### src/rtl/constants_pkg.sv
`default_nettype none
// ============================================================================
//  Module   : constants_pkg
//  Brief    : Core-wide width constants and the default instruction-queue depth.
//  Revision : 1.0
// ============================================================================
package constants_pkg;
  localparam int ARCH_LEN = 32;
  localparam int INST_LEN = 32;
  localparam int IQ_DEPTH = 4;
endpackage
`default_nettype wire

### src/rtl/structure_pkg.sv
`default_nettype none
// ============================================================================
//  Module   : structure_pkg
//  Brief    : Shared pipeline packet types.
//  Revision : 1.0
// ============================================================================
package structure_pkg;
  import constants_pkg::*;

  typedef struct packed {
    logic [ARCH_LEN-1:0] pc;
    logic [INST_LEN-1:0] inst;
  } fetch_pkt_t;
endpackage
`default_nettype wire

### src/rtl/fetch_inst_queue.sv
`default_nettype none
// ============================================================================
//  Module   : fetch_inst_queue
//  Brief    : FIFO of {pc, inst} between fetch and decode with full-based
//             fetch stall, valid/ready decode handshake and sticky overflow flag.
//  Revision : 1.0
// ============================================================================
module fetch_inst_queue
  import constants_pkg::*;
  import structure_pkg::*;
#(
  parameter int DEPTH = IQ_DEPTH
) (
  input  logic                       clk,
  input  logic                       rst,
  input  logic                       flush_in,
  input  logic                       push_valid_in,
  input  logic [ARCH_LEN-1:0]        push_pc_in,
  input  logic [INST_LEN-1:0]        push_inst_in,
  output logic                       stall_fet_out,
  output logic                       dec_valid_out,
  input  logic                       dec_ready_in,
  output fetch_pkt_t                 dec_pkt_out,
  output logic [$clog2(DEPTH):0]     count_out,
  output logic                       overflow_err_out
);

  localparam int PTR_W = $clog2(DEPTH);
  localparam int CNT_W = PTR_W + 1;
  localparam logic [CNT_W-1:0] C_DEPTH = CNT_W'(DEPTH);
  localparam logic [CNT_W-1:0] C_ONE   = CNT_W'(1);

  fetch_pkt_t             r_mem [DEPTH];
  logic [PTR_W-1:0]       r_wr_ptr;
  logic [PTR_W-1:0]       r_rd_ptr;
  logic [CNT_W-1:0]       r_count;
  logic                   r_overflow_err;

  logic                   w_full;
  logic                   w_empty;
  logic                   w_push;
  logic                   w_pop;
  fetch_pkt_t             w_push_pkt;

  // Full is derived from the registered count only, so a same-cycle pop
  // never makes room for a push.
  assign w_full     = (r_count == C_DEPTH);
  assign w_empty    = (r_count == '0);
  assign w_push     = push_valid_in && !w_full;
  assign w_pop      = !w_empty && dec_ready_in;
  assign w_push_pkt = '{pc: push_pc_in, inst: push_inst_in};

  always_ff @(posedge clk or posedge rst) begin
    if (rst) begin
      r_wr_ptr       <= '0;
      r_rd_ptr       <= '0;
      r_count        <= '0;
      r_overflow_err <= 1'b0;
    end else if (flush_in) begin
      r_wr_ptr       <= '0;
      r_rd_ptr       <= '0;
      r_count        <= '0;
      r_overflow_err <= 1'b0;
    end else begin
      if (w_push) r_wr_ptr <= r_wr_ptr + 1'b1;
      if (w_pop)  r_rd_ptr <= r_rd_ptr + 1'b1;
      case ({w_push, w_pop})
        2'b10:   r_count <= r_count + C_ONE;
        2'b01:   r_count <= r_count - C_ONE;
        default: r_count <= r_count;
      endcase
      if (push_valid_in && w_full) r_overflow_err <= 1'b1;
    end
  end

  always_ff @(posedge clk) begin
    if (w_push && !flush_in) r_mem[r_wr_ptr] <= w_push_pkt;
  end

  assign stall_fet_out    = w_full;
  assign dec_valid_out    = !w_empty;
  assign dec_pkt_out      = w_empty ? '0 : r_mem[r_rd_ptr];
  assign count_out        = r_count;
  assign overflow_err_out = r_overflow_err;

endmodule
`default_nettype wire

### config.mk
export PLATFORM = sky130hd
export DESIGN_NAME = fetch_inst_queue
export DESIGN_NICKNAME = d
export VERILOG_FILES = /design/src/rtl/constants_pkg.sv /design/src/rtl/structure_pkg.sv /design/src/rtl/fetch_inst_queue.sv
export SDC_FILE = /design/constraint.sdc
export NUM_CORES = 1
export LEC_CHECK = 0
export CORE_ASPECT_RATIO = 1.25
export CORE_MARGIN = 3
export CORE_UTILIZATION = 55
export CTS_BUF_LIST = sky130_fd_sc_hd__clkbuf_4
export DETAILED_ROUTE_END_ITERATION = 10
export DONT_BUFFER_PORTS = 1
export GPL_TIMING_DRIVEN = 0
export HOLD_SLACK_MARGIN = 0.05
export PLACE_DENSITY = 0.78
export RECOVER_POWER = 50
export SLEW_MARGIN = 20
export SYNTH_ARGS = -nofsm -noshare
export SYNTH_HDL_FRONTEND = slang
export SYNTH_SLANG_ARGS = --single-unit
### constraint.sdc
create_clock -name clk -period 3.1 [get_ports clk]
set_input_delay 0.155 -clock clk [delete_from_list [all_inputs] [get_ports clk]]
set_output_delay 0.155 -clock clk [all_outputs]
set_load 0.05 [all_outputs]
* Word-level counts from Yosys, hierarchy flattened *
Memory sizes are Yosys's and may differ from the RTL's.
Index checks and enable logic that the tools add are counted.

cells by class
  add/subtract/negate cells = 4
  eq/ne operators = 3
  mux-type cells = 11
  reductions and logical operators = 12

operators with widths
  cell                   number
  $mux W64               1
  $mux W2                4
  $pmux W3 S2            1
  $reduce_bool A2 Y1     3
  $add A2 B1 Y2 const B  2
  $logic_and A1 B1 Y1    4
  $mux W1                4
  $add A3 B1 Y3 const B  1
  $eq A3 B3 Y1 const B   1
  $logic_not A1 Y1       3
  $logic_not A3 Y1       1
  $mux W3                1
  $reduce_bool A3 Y1     1
  $sub A3 B1 Y3 const B  1
  $eq A2 B1 Y1 const B   1
  $eq A2 B2 Y1 const B   1

storage, ports and cells
  register bits after elaboration = 8
  RAM bits = 256
  bits of input ports = 69
  output and inout port bits = 70
  logic and storage cells = 35
  memories kept = 1

memory list
  name   depth  bits a word  read ports  clocked after Yosys merged registers in  write ports  RTL line                RTL
  r_mem  4      64           1           0                                        1            fetch_inst_queue.sv:33  fetch_pkt_t r_mem [DEPTH];

* Logic depth before layout (Yosys ltp) *
Gate-level depths: netlist of the first run.

  depth in word-level cells = 6
  mapped depth = 9
  mapped depth without buffers = 7

* Worst setup path after synthesis of the first run *
OpenSTA, ideal clock, no wires.

  path kind = register to register
  start = register r_count[0] (netlist: count_out[0])
  end = memory r_mem[0][0] (netlist bit) (enable)
  setup time = 0.429 ns
  data arrival time = 2.859 ns
  required time = 2.671 ns
  setup slack = -0.188 ns
  stages on the path, launching flop included = 5
  path buffers = 0
  clock period less this slack = 3.288 ns
  path through = dfrtp_1 > nor2_1 > a21bo_2 > nor2_1 > and2_1

between the ends
  cells in the longest elaborated chain, start to end = 6

ends and longest elaborated chain
  item                           RTL line                RTL
  start: declaration             fetch_inst_queue.sv:36  logic [CNT_W-1:0] r_count;
  start signal: assignment       fetch_inst_queue.sv:68  2'b10: r_count <= r_count + C_ONE;
  start signal: assignment       fetch_inst_queue.sv:69  2'b01: r_count <= r_count - C_ONE;
  start signal: assignment       fetch_inst_queue.sv:70  default: r_count <= r_count;
  $eq A3 B3 Y1                   fetch_inst_queue.sv:47  assign w_full = (r_count == C_DEPTH);
  $logic_not A1 Y1               fetch_inst_queue.sv:49  assign w_push = push_valid_in && !w_full;
  $logic_and A1 B1 Y1            fetch_inst_queue.sv:49
  $logic_and A1 B1 Y1            fetch_inst_queue.sv:77  if (w_push && !flush_in) r_mem[r_wr_ptr] <= w_push_pkt;
  $mux W1                        fetch_inst_queue.sv:77
  $mux W1 (implied by the code)  fetch_inst_queue.sv:77
  end: declaration               fetch_inst_queue.sv:33

No other way between the ends.

==> results of run 1 <==
## routing by layer
layer,GRT usage,wire length (um),share of wire
met5,0,0,0
met4,0.0723,407,0.021
met3,0.0497,1020,0.054
met2,0.334,10500,0.55
met1,0.229,7040,0.37
## logic make-up (layout without fill, tap and decap cells)
group / count (synthesis) / in the layout / synth area share
other: 0 / 2 / 0
multiplexers: 66 / 66 / 0.143
buffers and inverters: 28 / 208 / 0.0161
flip-flops: 264 / 264 / 0.770
adder cells (fa/ha/maj): 5 / 5 / 0.00684
AO/OA/AOI/OAI: 10 / 10 / 0.00635
AND/OR/NAND/NOR: 95 / 95 / 0.0546
XOR/XNOR: 4 / 4 / 0.00342
## Yosys cell counts (2+ instances only)
library cell | number | area [sq um]
edfxtp_1 | 256 | 7690
buf_2 | 6 | 30.0
buf_6 | 6 | 67.6
nand2_1 | 3 | 11.3
ha_1 | 4 | 50.1
a31oi_1 | 3 | 18.8
nor2_1 | 12 | 45.0
xor2_1 | 2 | 17.5
dfrtp_1 | 8 | 200
inv_1 | 3 | 11.3
buf_4 | 2 | 15.0
nand3_1 | 4 | 20.0
mux4_2 | 64 | 1440
xnor2_1 | 2 | 17.5
clkbuf_1 | 11 | 41.3
o21ai_0 | 3 | 15.0
and2_1 | 69 | 432
## critical path, stage by stage (launching register included)
cell and delay (ns):
dfrtp_1 0.65, buf_6 0.21, or3_4 0.24, clkbuf_2 0.41, and2_1 0.55
## layout make-up
cell class	count	area share
Antenna cell	2	0.000414
Buffer	24	0.0127
Clock buffer	81	0.0503
Clock inverter	26	0.0106
Inverter	3	0.000932
Multi-Input combinational cell	180	0.184
Sequential cell	264	0.653
Tap cell	228	0.0236
Timing Repair Buffer	74	0.0646
## metrics by stage
stage               std cells  hold WS (ns)  area [sq um]   util
floorplan                 472       -0.0293         10200      -
global placement          700       0.00489         10500  0.580
detailed placement        704        0.0152         10600  0.585
CTS                       881         0.139         12100  0.665
global route              882         0.162         12100  0.665
finish                    882         0.217         12100  0.665
## worst max path at each step
stage                        startpoint                      to  cells after the start
3_5_place_dp   count_out[1]$_DFFE_PP0P_  r_mem[0][28]$_DFFE_PP_                      5
5_1_grt        count_out[2]$_DFFE_PP0P_         dec_pkt_out[45]                      4
6_report       count_out[2]$_DFFE_PP0P_         dec_pkt_out[45]                      4
4_1_cts        count_out[2]$_DFFE_PP0P_         dec_pkt_out[36]                      5
3_3_place_gp   count_out[0]$_DFFE_PP0P_  r_mem[1][27]$_DFFE_PP_                      4
2_1_floorplan  count_out[0]$_DFFE_PP0P_   r_mem[0][0]$_DFFE_PP_                      4
## flip-flops by register name, indices dropped and copies added (netlist names)
name	flops
count_out	3
overflow_err_out	1
r_mem	256
r_rd_ptr	2
r_wr_ptr	2
## where the power goes
part | internal [mW] | leakage (nW) | total [mW] | switching [mW]
sequential | 4.07 | 2.43 | 4.14 | 0.0743
clock | 1.30 | 0.441 | 2.53 | 1.22
combinational | 0.567 | 1.11 | 1.91 | 1.35
total | 5.93 | 3.99 | 8.58 | 2.65
## timing repair
item / 4_1_cts / 5_1_grt
endpoints found under the hold margin: 272 / 0
hold buffers: 70 / 0
buffers inserted: 0 / 0
endpoints found under the setup margin: 29 / 7
gates resized for setup: 25 / 0
==> reports/qor.txt, run 1 <==
max-capacitance violation count - 0
Die Y-Extent - 159 um
Detailed Routing Iterations Pass 1 - 5
wire length per cell - 21.5 um
DR iter-0 viols - 286
Critical R2R Launch - count_out[0]$_DFFE_PP0P_
R2R Path End - r_mem[0][30]$_DFFE_PP_
FF-to-FF setup slack - 0.33 ns
post-route setup slack - 0.248 ns
largest net degree at the start of global routing - 35
Worst setup SP type - register
final worst-path cycle share - 0.920
Slew Viols, Final - 0
overall routed net length - 19.0 mm
clk sinks - 264
EDFF count, synth - 256
mapped cell area - 0.0102 sq mm
HPWL Detailed - 11.4 mm
Synth Register Bits - 264
die area - 0.0203 sq mm
DR DRC count - 0
pwr/cell area - 710 mW/mm^2
Starting Density - 0.564
layout cells sized above 1 - 0.310
initial antenna violation count - 2
Req. time, crit path - 2.94 ns
leakage - 3.99 nW
global route overflow - 0
CTS root buffer - clkbuf_4
cts bufs inserted - 59
Via density - 5.61
Worst-path clk slew - 0.07 ns
Syn. warnings - 0
fin crit period - 2.85 ns
most frequent cells in the layout - 256 x edfxtp_1, 81 x clkbuf_4, 70 x dlygate4sd3_1
GRT Util Overall - 0.191
Setup Skew - 0.0270 ns
TritonCTS clock tree - built
Fin Setup TNS - 0 ns
Final Hold Fails - 0
Setup CP Type - register to output pin
FFs w/ async S/R, synth - 0.0303
later-pin clock latency in the skew report - 0.63 ns
WHS Endpoint - r_mem[3][56]$_DFFE_PP_
Tot Pwr - 8.58 mW
ys flop type - edfxtp_1
RSZ-0062 raised after global routing - no
nets@finish - 680
fmax - 0.351 GHz
number of global-route vias before repair - 5,528
Routed Antenna Nets - 0
dpl ws - 0.320 ns
Min-Delay Path Class - input pin to register
Worst Tran Pin Value - 0.941 ns
Boundary Pins - 139
Area growth, synth to finish - 18.0%
Reg2Reg Depth - 5
most common cell after layout, fill and taps aside - edfxtp_1
Clock Path Buffers - 3
Peak supply drop - 484 uV
register area - 0.00789 sq mm
first-pass GRT wire length - 29.6 mm
Slew HR - 0.373
PortBufs - 0
hold_sp - push_pc_in[24]
cell count after synthesis - 472
GPL Wtd Cong - 0.759
Seq/Total Area, Yosys - 0.770
outcome - complete, no violations
Crit. End Element - output pin
H-tree depth - 2
Critical Path Fanout Max - 14
post-synth cell types - 31
Final setup viols - 0
Core Box Area - 0.0182 sq mm
FP Rows - 55
Syn Area/Cell - 21.7 sq um
fillers - 1,204
Post-Syn Nets - 546
Die W - 128 um
via count - 4,949
Hold Crit Depth - 1
area occupied by multi-input gates - 0.00222 sq mm
CP Data Arrival Time - 2.70 ns
Note: power is estimated with default switching activity, not from simulation.
==> run 2: changes to the inputs <==
--- a/config.mk
+++ b/config.mk
@@ -13,7 +13,7 @@
 export DONT_BUFFER_PORTS = 1
 export GPL_TIMING_DRIVEN = 0
 export HOLD_SLACK_MARGIN = 0.05
-export PLACE_DENSITY = 0.78
+export PLACE_DENSITY_LB_ADDON = 0.08
 export RECOVER_POWER = 50
 export SLEW_MARGIN = 20
 export SYNTH_ARGS = -nofsm -noshare
==> constraint.sdc (replaced) <==
create_clock -name clk -period 3.1 [get_ports clk]
set_input_delay 0.31 -clock clk [delete_from_list [all_inputs] [get_ports clk]]
set_output_delay 0.31 -clock clk [all_outputs]
set_load 0.05 [all_outputs]
==> run 2 against run 1 <==
Effect of this change:
- total power up 0.18%
- non-clock buffer count unchanged
- register-to-register slack better by 0.11 ns
- via count up 0.63%
- final area up 0.19%
- critical path type unchanged
- largest cell class unchanged
- highest routed layer unchanged
==> reports/qor.txt, run 2 (synthesized netlist as in run 1, its figures left out) <==
Starting Density - 0.564
Area growth, synth to finish - 18.2%
Cell Chain, Critical Path - buf_6, or3_4, clkbuf_1, clkbuf_2, and2_2
Fin Setup TNS - 0 ns
FP Rows - 55
Slew Viols, Final - 0
leakage - 3.99 nW
R2R Path End - r_mem[1][44]$_DFFE_PP_
die area - 0.0203 sq mm
Routed Antenna Nets - 0
Core Box Area - 0.0182 sq mm
overall routed net length - 19.0 mm
Final Hold Fails - 0
pwr/cell area - 710 mW/mm^2
CP Data Arrival Time - 2.55 ns
NetSw - 2.64 mW
sequential share of power - 0.481
CTS root buffer - clkbuf_4
Sw Share - 0.307
most frequent cells in the layout - 256 x edfxtp_1, 90 x clkbuf_4, 69 x dlygate4sd3_1
TritonCTS clock tree - built
wire length per cell - 21.5 um
GPL Wtd Cong - 0.680
Buf/Inv on CP - 3
H-tree depth - 2
Setup Skew - 0.0315 ns
Top Usage Layer GRT - met2
PortBufs - 0
nets@finish - 680
Clock Path Buffers - 3
fillers - 1,258
Min-Delay Path Class - input pin to register
outcome - complete, no violations
register area - 0.00789 sq mm
via count - 4,980
Reg with most FFs - r_mem
RSZ-0062 raised after global routing - no
Crit path largest cell delay - 0.53 ns
global route overflow - 0
met2 Usage GRT - 0.330
max reg flops - 256
Req. time, crit path - 2.79 ns
DR iter-0 viols - 183
clk sinks - 264
most common cell after layout, fill and taps aside - edfxtp_1
WHS Endpoint - overflow_err_out$_DFFE_PP0P_
Slew HR - 0.507
Tot Pwr - 8.60 mW
DR DRC count - 0
slowest library cell on the worst path - dfrtp_2
later-pin clock latency in the skew report - 0.65 ns
fmax - 0.349 GHz
Die Y-Extent - 159 um
Worst Tran Pin Value - 0.739 ns
Hold Crit Depth - 3
Critical R2R Launch - count_out[1]$_DFFE_PP0P_
HPWL Detailed - 11.2 mm
number of global-route vias before repair - 5,435
Boundary Pins - 139
Final setup viols - 0
Detailed Routing Iterations Pass 1 - 4
largest net degree at the start of global routing - 42
area occupied by multi-input gates - 0.00222 sq mm
met1 Track Usage GR - 0.221
kind of cell adding the most delay to the critical path - simple AND/OR/NAND/NOR gates
GRT Util Overall - 0.190
layout cells sized above 1 - 0.315
FF-to-FF setup slack - 0.44 ns
Critical Path Fanout Max - 10
Reg2Reg Depth - 5
Crit. End Element - output pin
P_int - 5.95 mW
final worst-path cycle share - 0.923
met3 usage - 0.0651
fin crit period - 2.86 ns
hold_sp - push_valid_in
Setup CP Type - register to output pin
cts bufs inserted - 59
Via density - 5.66
Logic pwr share - 0.223
max-capacitance violation count - 0
Peak supply drop - 457 uV
clock power share - 0.296
Worst setup SP type - register
Die W - 128 um
initial antenna violation count - 1
first-pass GRT wire length - 29.2 mm
Worst-path clk slew - 0.07 ns
==> run 2: changes by cell type in the layout (fill, tap and decap cells not counted), moves of 3 or more <==
cell and change:
clkbuf_4 +9, buf_12 -4, buf_16 +4, clkinv_1 -3, clkinv_2 -3, inv_2 -3
==> run 2: worst max-delay path by stage <==
stage | start | end | slack (ns) | depth (start not counted)
2_1_floorplan | count_out[0]$_DFFE_PP0P_ | r_mem[0][0]$_DFFE_PP_ | 0.51 | 4
3_3_place_gp | count_out[0]$_DFFE_PP0P_ | r_mem[0][39]$_DFFE_PP_ | -0.26 | 4
3_5_place_dp | count_out[0]$_DFFE_PP0P_ | dec_pkt_out[51] | 0.30 | 3
4_1_cts | count_out[2]$_DFFE_PP0P_ | dec_pkt_out[23] | 0.13 | 5
5_1_grt | count_out[2]$_DFFE_PP0P_ | dec_pkt_out[29] | 0.06 | 5
6_report | count_out[2]$_DFFE_PP0P_ | dec_pkt_out[23] | 0.24 | 5
==> run 2: power by group through the flow <==
stage	clock, mW	combinational, mW	sequential, mW
2_1_floorplan	0	1.56	4.20
3_3_place_gp	0	1.80	4.21
3_5_place_dp	0	1.84	4.22
4_1_cts	2.63	1.96	4.14
5_1_grt	2.81	2.04	4.15
6_report	2.54	1.92	4.14
==> run 2: area by class of cell <==
cell class | instances | share of cell area
Clock inverter | 16 | 0.00496
Clock buffer | 90 | 0.0558
Multi-Input combinational cell | 180 | 0.184
Tap cell | 228 | 0.0236
Inverter | 3 | 0.000930
Timing Repair Buffer | 73 | 0.0661
Sequential cell | 264 | 0.652
Antenna cell | 1 | 0.000207
Buffer | 25 | 0.0130
==> run 2: repair_timing <==
item	in CTS	in global routing
hold buffers	69	0
setup endpoints to repair	29	0
endpoints found under the hold margin	272	0
setup buffers	0	0
resized for setup	26	0
==> run 2: layer usage <==
layer / up-vias / share of wire
li1: 2218 / -
met1: 2559 / 0.37
met2: 173 / 0.53
met3: 30 / 0.078
met4: 0 / 0.017
met5: - / 0
==> run 2: through the flow <==
step                utilization  hold slack [ns]  area [sq um]  setup slack [ns]  cells
global placement          0.580            0.173         10500            -0.260    700
floorplan                     -            0.126         10200             0.512    472
finish                    0.666            0.170         12100             0.238    880
CTS                       0.667           0.0872         12100             0.132    879
detailed placement        0.586            0.189         10700             0.298    704
global route              0.666            0.156         12100            0.0553    880
==> run 2: tightest hold or removal path, stage by stage <==
cell	delay (ns)
clkbuf_1	0.20
a31oi_1	0.23
nor2_1	0.05
